[config.mk]
export PLATFORM = sky130hd
export DESIGN_NAME = car_kill_eraser_flat
export DESIGN_NICKNAME = d
export VERILOG_FILES = /design/src/rtl/car_kill_eraser_pkg.sv /design/src/rtl/car_kill_eraser_if.sv /design/src/rtl/car_kill_eraser_sprite_scan_counter.sv /design/src/rtl/car_kill_eraser.sv /design/src/flat_wrapper.sv
export SDC_FILE = /design/constraint.sdc
export NUM_CORES = 1
export LEC_CHECK = 0
export BUFFER_PORTS_ARGS = -buffer_cell sky130_fd_sc_hd__buf_2
export CAP_MARGIN = 20
export CORE_MARGIN = 5
export CORE_UTILIZATION = 25
export DETAILED_ROUTE_END_ITERATION = 10
export SLEW_MARGIN = 40
export SYNTH_ARGS = -nofsm -noshare
export SYNTH_HDL_FRONTEND = slang
export SYNTH_HIERARCHICAL = 1
export SYNTH_SLANG_ARGS = --single-unit
[constraint.sdc]
create_clock -name clk -period 9.4 [get_ports clk]
set_input_delay 0.94 -clock clk [delete_from_list [all_inputs] [get_ports clk]]
set_output_delay 0.94 -clock clk [all_outputs]
set_load 0.02 [all_outputs]
[src/rtl/car_kill_eraser_pkg.sv]
// Shared constants, field helpers and FSM encoding for the car-kill eraser
// and the sprite stages built around the same frame-buffer coordinate format.
package car_kill_eraser_pkg;

  localparam int SCREEN_W = 160;
  localparam int SCREEN_H = 120;
  localparam int COORD_W  = 15;
  localparam int COLOUR_W = 9;
  localparam int X_W      = 8;
  localparam int Y_W      = 7;
  localparam int X_MSB    = 14;
  localparam int X_LSB    = 7;
  localparam int Y_MSB    = 6;
  localparam int Y_LSB    = 0;
  localparam int NUM_CARS = 4;
  localparam int CAR_IDX_W = 2;
  // Sprite offsets never exceed 7, since sprites are at most 8x8.
  localparam int SCAN_W   = 3;

  typedef enum logic [2:0] {
    ST_IDLE,
    ST_LATCH,
    ST_SCAN,
    ST_ERASE,
    ST_DONE
  } state_e;

  function automatic logic [X_W-1:0] coord_x(input logic [COORD_W-1:0] c);
    return c[X_MSB:X_LSB];
  endfunction

  function automatic logic [Y_W-1:0] coord_y(input logic [COORD_W-1:0] c);
    return c[Y_MSB:Y_LSB];
  endfunction

endpackage

[src/rtl/car_kill_eraser_if.sv]
// Pixel-write port into the VGA writer: strobe plus {x, y} coordinate and colour.
interface car_kill_eraser_if;
  import car_kill_eraser_pkg::*;

  logic                erase_wren;
  logic [COORD_W-1:0]  coord;
  logic [COLOUR_W-1:0] colour;

  modport master (output erase_wren, output coord, output colour);
  modport slave  (input  erase_wren, input  coord, input  colour);
endinterface

[src/rtl/car_kill_eraser_sprite_scan_counter.sv]
// Raster-order (dx inner, dy outer) offset counter across one CAR_W x CAR_H sprite.
module sprite_scan_counter
  import car_kill_eraser_pkg::*;
#(
  parameter int CAR_W = 4,
  parameter int CAR_H = 4
) (
  input  logic              clk,
  input  logic              resetn,
  input  logic              start,
  input  logic              step,
  output logic [SCAN_W-1:0] dx,
  output logic [SCAN_W-1:0] dy,
  output logic              last
);

  localparam logic [SCAN_W-1:0] DX_LAST = SCAN_W'(CAR_W - 1);
  localparam logic [SCAN_W-1:0] DY_LAST = SCAN_W'(CAR_H - 1);

  assign last = (dx == DX_LAST) && (dy == DY_LAST);

  // NOTE: state registers use non-blocking assignments so every flop samples
  // the pre-edge value of its neighbours, independent of statement order.
  always_ff @(posedge clk or negedge resetn) begin
    if (!resetn) begin
      dx <= '0;
      dy <= '0;
    end else if (start) begin
      dx <= '0;
      dy <= '0;
    end else if (step) begin
      if (dx == DX_LAST) begin
        dx <= '0;
        dy <= (dy == DY_LAST) ? '0 : dy + 1'b1;
      end else begin
        dx <= dx + 1'b1;
      end
    end
  end

endmodule

[src/rtl/car_kill_eraser.sv]
// Erases newly destroyed cars from the frame buffer one pixel per cycle and
// owns the authoritative car-alive mask and saturating kill counter.
module car_kill_eraser
  import car_kill_eraser_pkg::*;
#(
  parameter int CAR_W = 4,
  parameter int CAR_H = 4
) (
  input  logic                  clk,
  input  logic                  resetn,
  input  logic                  stage_start,
  input  logic                  laser_draw_done,
  input  logic [NUM_CARS-1:0]   destroyed_cars,
  input  logic [COORD_W-1:0]    car_0_coords,
  input  logic [COORD_W-1:0]    car_1_coords,
  input  logic [COORD_W-1:0]    car_2_coords,
  input  logic [COORD_W-1:0]    car_3_coords,
  input  logic [COLOUR_W-1:0]   background_colour,
  car_kill_eraser_if.master     pix,
  output logic                  erase_done,
  output logic                  busy,
  output logic [NUM_CARS-1:0]   cars_alive,
  output logic [7:0]            kill_count
);

  localparam logic [SCAN_W-1:0] DX_LAST = SCAN_W'(CAR_W - 1);

  state_e                 state;
  logic [NUM_CARS-1:0]    dest_q;
  logic [NUM_CARS-1:0]    pending;
  logic [CAR_IDX_W-1:0]   cur_idx;
  logic [COORD_W-1:0]     snap [NUM_CARS];

  logic [SCAN_W-1:0]      dx, dy;
  logic                   last;
  logic                   scan_start, scan_step;

  logic [CAR_IDX_W-1:0]   sel_idx, pix_idx;
  logic [SCAN_W-1:0]      off_x, off_y;
  logic [X_W:0]           px;
  logic [Y_W:0]           py;
  logic                   on_screen;

  assign busy       = (state != ST_IDLE);
  assign scan_start = (state == ST_SCAN) && (pending != '0);
  assign scan_step  = (state == ST_ERASE);

  sprite_scan_counter #(
    .CAR_W (CAR_W),
    .CAR_H (CAR_H)
  ) u_scan (
    .clk    (clk),
    .resetn (resetn),
    .start  (scan_start),
    .step   (scan_step),
    .dx     (dx),
    .dy     (dy),
    .last   (last)
  );

  // Output pixels are registered, so compute the pixel shown in the *next*
  // cycle: (0,0) of the newly selected car from SCAN, else the successor offset.
  // NOTE: every always_comb output gets a default first, so no path can
  // leave a signal unassigned and infer a latch.
  always_comb begin
    sel_idx = '0;
    for (int i = NUM_CARS - 1; i >= 0; i--) begin
      if (pending[i]) sel_idx = CAR_IDX_W'(i);
    end

    pix_idx = cur_idx;
    off_x   = '0;
    off_y   = '0;
    if (state == ST_SCAN) begin
      pix_idx = sel_idx;
    end else if (dx == DX_LAST) begin
      off_y = dy + 1'b1;
    end else begin
      off_x = dx + 1'b1;
      off_y = dy;
    end

    px        = {1'b0, coord_x(snap[pix_idx])} + {{(X_W + 1 - SCAN_W){1'b0}}, off_x};
    py        = {1'b0, coord_y(snap[pix_idx])} + {{(Y_W + 1 - SCAN_W){1'b0}}, off_y};
    on_screen = (px < (X_W + 1)'(SCREEN_W)) && (py < (Y_W + 1)'(SCREEN_H));
  end

  // NOTE: the coordinate snapshot is pure datapath that is always written in
  // LATCH before it is read, so it carries no reset.
  always_ff @(posedge clk) begin
    if (state == ST_LATCH) begin
      snap[0] <= car_0_coords;
      snap[1] <= car_1_coords;
      snap[2] <= car_2_coords;
      snap[3] <= car_3_coords;
    end
  end

  always_ff @(posedge clk or negedge resetn) begin
    if (!resetn) begin
      state          <= ST_IDLE;
      dest_q         <= '0;
      pending        <= '0;
      cur_idx        <= '0;
      cars_alive     <= '0;
      kill_count     <= '0;
      erase_done     <= 1'b0;
      pix.erase_wren <= 1'b0;
      pix.coord      <= '0;
      pix.colour     <= '0;
    end else begin
      erase_done <= 1'b0;
      case (state)
        ST_IDLE: begin
          if (stage_start) cars_alive <= '1;
          if (laser_draw_done) begin
            dest_q <= destroyed_cars;
            state  <= ST_LATCH;
          end
        end

        // cars_alive already reflects a same-cycle revive by now.
        ST_LATCH: begin
          pending <= dest_q & cars_alive;
          state   <= ST_SCAN;
        end

        ST_SCAN: begin
          if (pending == '0) begin
            erase_done <= 1'b1;
            state      <= ST_DONE;
          end else begin
            cur_idx        <= sel_idx;
            state          <= ST_ERASE;
            pix.erase_wren <= on_screen;
            pix.coord      <= on_screen ? {px[X_W-1:0], py[Y_W-1:0]} : '0;
            pix.colour     <= on_screen ? background_colour : '0;
          end
        end

        ST_ERASE: begin
          if (last) begin
            pending[cur_idx]    <= 1'b0;
            cars_alive[cur_idx] <= 1'b0;
            if (kill_count != 8'hFF) kill_count <= kill_count + 8'd1;
            state          <= ST_SCAN;
            pix.erase_wren <= 1'b0;
            pix.coord      <= '0;
            pix.colour     <= '0;
          end else begin
            pix.erase_wren <= on_screen;
            pix.coord      <= on_screen ? {px[X_W-1:0], py[Y_W-1:0]} : '0;
            pix.colour     <= on_screen ? background_colour : '0;
          end
        end

        ST_DONE: state <= ST_IDLE;

        default: state <= ST_IDLE;
      endcase
    end
  end

endmodule

[src/flat_wrapper.sv]
// flat-port wrapper written by rule: the top's interface ports become plain ports
module car_kill_eraser_flat import car_kill_eraser_pkg::*;
#(
  parameter int CAR_W = 4,
  parameter int CAR_H = 4
)
  (clk, resetn, stage_start, laser_draw_done, destroyed_cars, car_0_coords, car_1_coords, car_2_coords, car_3_coords, background_colour, erase_done, busy, cars_alive, kill_count, pix_erase_wren, pix_coord, pix_colour);
  car_kill_eraser_if pix_i ();
  input  logic clk;
  input  logic resetn;
  input  logic stage_start;
  input  logic laser_draw_done;
  input  logic [NUM_CARS-1:0] destroyed_cars;
  input  logic [COORD_W-1:0] car_0_coords;
  input  logic [COORD_W-1:0] car_1_coords;
  input  logic [COORD_W-1:0] car_2_coords;
  input  logic [COORD_W-1:0] car_3_coords;
  input  logic [COLOUR_W-1:0] background_colour;
  output logic erase_done;
  output logic busy;
  output logic [NUM_CARS-1:0] cars_alive;
  output logic [7:0] kill_count;
  output wire logic [$bits(pix_i.erase_wren)-1:0] pix_erase_wren;
  output wire logic [$bits(pix_i.coord)-1:0] pix_coord;
  output wire logic [$bits(pix_i.colour)-1:0] pix_colour;
  assign pix_erase_wren = pix_i.erase_wren;
  assign pix_coord = pix_i.coord;
  assign pix_colour = pix_i.colour;
  car_kill_eraser #(.CAR_W(CAR_W), .CAR_H(CAR_H)) u_core (.clk(clk), .resetn(resetn), .stage_start(stage_start), .laser_draw_done(laser_draw_done), .destroyed_cars(destroyed_cars), .car_0_coords(car_0_coords), .car_1_coords(car_1_coords), .car_2_coords(car_2_coords), .car_3_coords(car_3_coords), .background_colour(background_colour), .pix(pix_i), .erase_done(erase_done), .busy(busy), .cars_alive(cars_alive), .kill_count(kill_count));
endmodule
==> results.md <==
- Status: finished clean
- Total wire length: 14410 um
- Most frequent cells in the layout: 115 x buf_2, 107 x nand2_1, 60 x edfxtp_1
- Worst-Skew Late Latency: approximately 0.41 ns
- Hold path endpoint: u_core/pix.colour[5]$_DFFE_PN0P_
- Starting Density: 0.2526
- Layout cells sized above 1: 0.2672
- Dpl hpwl: 10700 um
- Placement Setup Slack: 4.297 ns
- FF/Latch Area: 3228 um2
- Vias: 4198
- H-Tree Level Count: 4
- Ys Warns: 6
- Sum of negative setup slack: 0 ns
- Relative slew slack: 0.4967
- Cells after synthesis: 510
- Largest buffer count on any clock path: 2
- Final ANT Viol Nets: 0
- P_sw: 1.136 mW
- Postcts setup bufs: 0
- Vias per cell: between 4 and 5
- Synth Flop Type: edfxtp_1
- Layout net count: 717
- Maxcap violations: 0
- Filler cells: 2356
- Setup slack after layout: roughly 4.2 ns
- Grt ovf: 0
- Io pins: 116
- Total track usage: 0.1138
- Hold_buf cts: 0
- First-pass GRT wire length: 23230 um
- Antenna cells: 0
- Largest net degree at the start of global routing: 58
- Yosys top cell area share: 0.3160
- Highest cell delay on the worst timing path: 0.58 ns
- Reg-to-reg slack, setup: 4.24 ns
- Final hold viol count: 0
- Worst-margin pin slew: 0.7531 ns
- Initial antenna violation count: 0
- Seq/Total Area, Yosys: 0.5662
- Port bufs: 115
- Fin Clk Skew: 0.009360 ns
- Pint: ~1.5 mW
- Startpoint types: register
- Remaining design rule violation count: 0
- Worst setup path class: register to register
- RR Startpoint: u_core/state[1]$_DFFE_PN0P_
- Commonest non-fill, non-tap cell in the layout: buf_2
- Reg power frac: 0.319
- WP data arrival: 5.47 ns
- Asr flop ratio synth: 0.4872
- Post_cts resized: 0
- Post-synth EDFFs: 60
- Switching Fraction: 0.4266
- Worst-path maximum fanout: 28
- Hold Startpoint: u_core/pix.colour[5]$_DFFE_PN0P_
- Hold Crit Class: register to register
- P_leak: 2.992 nW
- Register-to-Register Path Depth: 16
- Syn Std Cell Area: 5702 um2
- Critical Path RT: 9.71 ns
- DR WL/cell: 15.58 um
- Slew Limit Fails: 0
- TritonCTS clock tree: done
- Min cycle time layout: 5.158 ns
- Total Die Area: 25930 um2
- Slowest cell on the critical path: dfrtp_1
- Layout Cells excl Fill: roughly 900
- Final Setup Violations: 0
- Post-route clock period utilization: 0.5487
- Hold Crit Depth: 2
- TritonCTS buffer count: 17
- Clk slew on worst S/H paths: roughly 0.06 ns
- CP endpoint kind: register
- Number of DRC markers in iteration 0: 237
- Die Ht: 161.0 um
- GPL Wtd Cong: 0.8655
- Die Span X: 161.0 um
- Total core area: 22570 um2
- Clock Power Share: 0.223
- Cell type with the largest total area after synthesis: edfxtp_1
- Clk root buf: clkbuf_16
- RSZ-0062 raised after global routing: no
- Synth unique cells: 62
- R2r endpoint: u_core/pix.colour[1]$_DFFE_PN0P_
- Vias in the first global route: 4306
- Number of clock sinks: ~120
- Yosys reg bits: 117
- Max Fclk: roughly 190 MHz
- Synth top area cells: edfxtp_1 32%, dfrtp_1 25%, nand2_1 7.0%
- Syn nets: 600
- Row count: 55
- Footprint of the multi-input gates: 2306 um2
- Worst vdd ir: 0.0001669 V
- Area growth from synthesis to layout: 24.67%
- Drt pass-1 iters: 5
- Syn Area/Cell: 11.18 um2
- Comb power frac: 0.458
- Critical path, cell by cell: or3b_1 > and2_1 > nor2_4 > nand2_1 > and3_1 > a31oi_1 > ha_1 > a21o_1 > a21oi_1 > xor2_1 > o32ai_1 > o2111a_1 > o21ai_1 > o311ai_4 > buf_4 > o31ai_1
- Placed insts: 893
- Power Density: around 370 nW/um2
[synthesized netlist by cell type (all sizes together) (6+ instances only)]
master and instances:
nor2 25, nand3 6, mux2 6, nand4 7, buf 12, nand2b 7
xor2 13, o31ai 23, o21ai 16, a31oi 17, edfxtp 60, dfrtp 57
mux2i 6, nand2 107, ha 11, and3 15, xnor2 13, inv 17
a21oi 13, clkbuf 9
[registers in the layout, indices dropped and copies added (netlist names)]
register and cells:
u_core/u_scan/dx 3, u_core/pix.coord 15, u_core/state 3, u_core/erase_done 1, u_core/cur_idx 2, u_core/pix.colour 9
u_core/pix.erase_wren 1, u_core/snap 60, u_core/u_scan/dy 3, u_core/dest_q 4, u_core/pending 4, u_core/kill_count 8
u_core/cars_alive 4
[cells by family after synthesis]
group,synth area share
muxes,0.02238
buffers and inverters,0.03489
and+or+nand+nor,0.1690
AOI/OAI and AO/OA,0.1365
adders and majority gates,0.03116
xor gates and xnor gates,0.03994
DFF,0.5662
[power groups by stage]
| stage | logic, mW | clock network (mW) | registers (mW) |
|---|---|---|---|
| floorplan | 0.896 | 0 | 0.874 |
| global placement | 1.19 | 0 | 0.858 |
| detailed placement | 1.23 | 0 | 0.859 |
| CTS | 1.23 | 0.609 | 0.850 |
| global route | 1.36 | 0.634 | 0.872 |
| finish | 1.22 | 0.594 | 0.850 |
[stage by stage]
stage / power [mW] / hold slack [ns] / util / area [um2]
floorplan: 1.770 / 0.4718 / - / 5702
global placement: 2.045 / 0.4549 / 0.2894 / 6533
detailed placement: 2.085 / 0.4620 / 0.2906 / 6560
CTS: 2.688 / 0.4751 / 0.3147 / 7104
global route: 2.869 / 0.5039 / 0.3149 / 7108
finish: 2.662 / 0.4724 / 0.3149 / 7108
[worst max path at each step]
stage | start | end | cells after the start
finish | u_core/state[1]$_DFFE_PN0P_ | u_core/pix.colour[1]$_DFFE_PN0P_ | 16
detailed placement | u_core/state[1]$_DFFE_PN0P_ | u_core/pix.coord[3]$_DFFE_PN0P_ | 16
CTS | u_core/state[1]$_DFFE_PN0P_ | u_core/pix.colour[8]$_DFFE_PN0P_ | 16
global route | u_core/state[1]$_DFFE_PN0P_ | u_core/pix.colour[8]$_DFFE_PN0P_ | 16
global placement | u_core/state[1]$_DFFE_PN0P_ | u_core/pix.coord[2]$_DFFE_PN0P_ | 15
floorplan | u_core/state[0]$_DFFE_PN0P_ | u_core/pix.coord[10]$_DFFE_PN0P_ | 21
[per-layer routing]
layer | wire length (um) | track usage | vias up
li1 | - | - | 2100
met1 | 7143 | 0.1620 | 1965
met2 | 6291 | 0.1708 | 121
met3 | 789 | 0.02909 | 12
met4 | 184 | 0.03490 | 0
met5 | 0 | 0 | -
[critical path, delay by kind of cell, from the launching register on]
kind / cells / cell delay, ns
xor gates and xnor gates: 1 / 0.22
and+or+nand+nor: 5 / 1.73
adders and majority gates: 1 / 0.29
buffers and inverters: 1 / 0.26
DFF: 1 / 0.58
AOI/OAI and AO/OA: 8 / 1.98
[area by class of cell]
cell class,instances,area share
clock buffer,19,0.06090
clock inverter,13,0.01567
inverter,17,0.008977
multi-input combinational,355,0.3244
sequential,117,0.4541
tap,285,0.05017
timing repair buffer,119,0.08572
No activity file was read; power rests on OpenSTA's default activity.
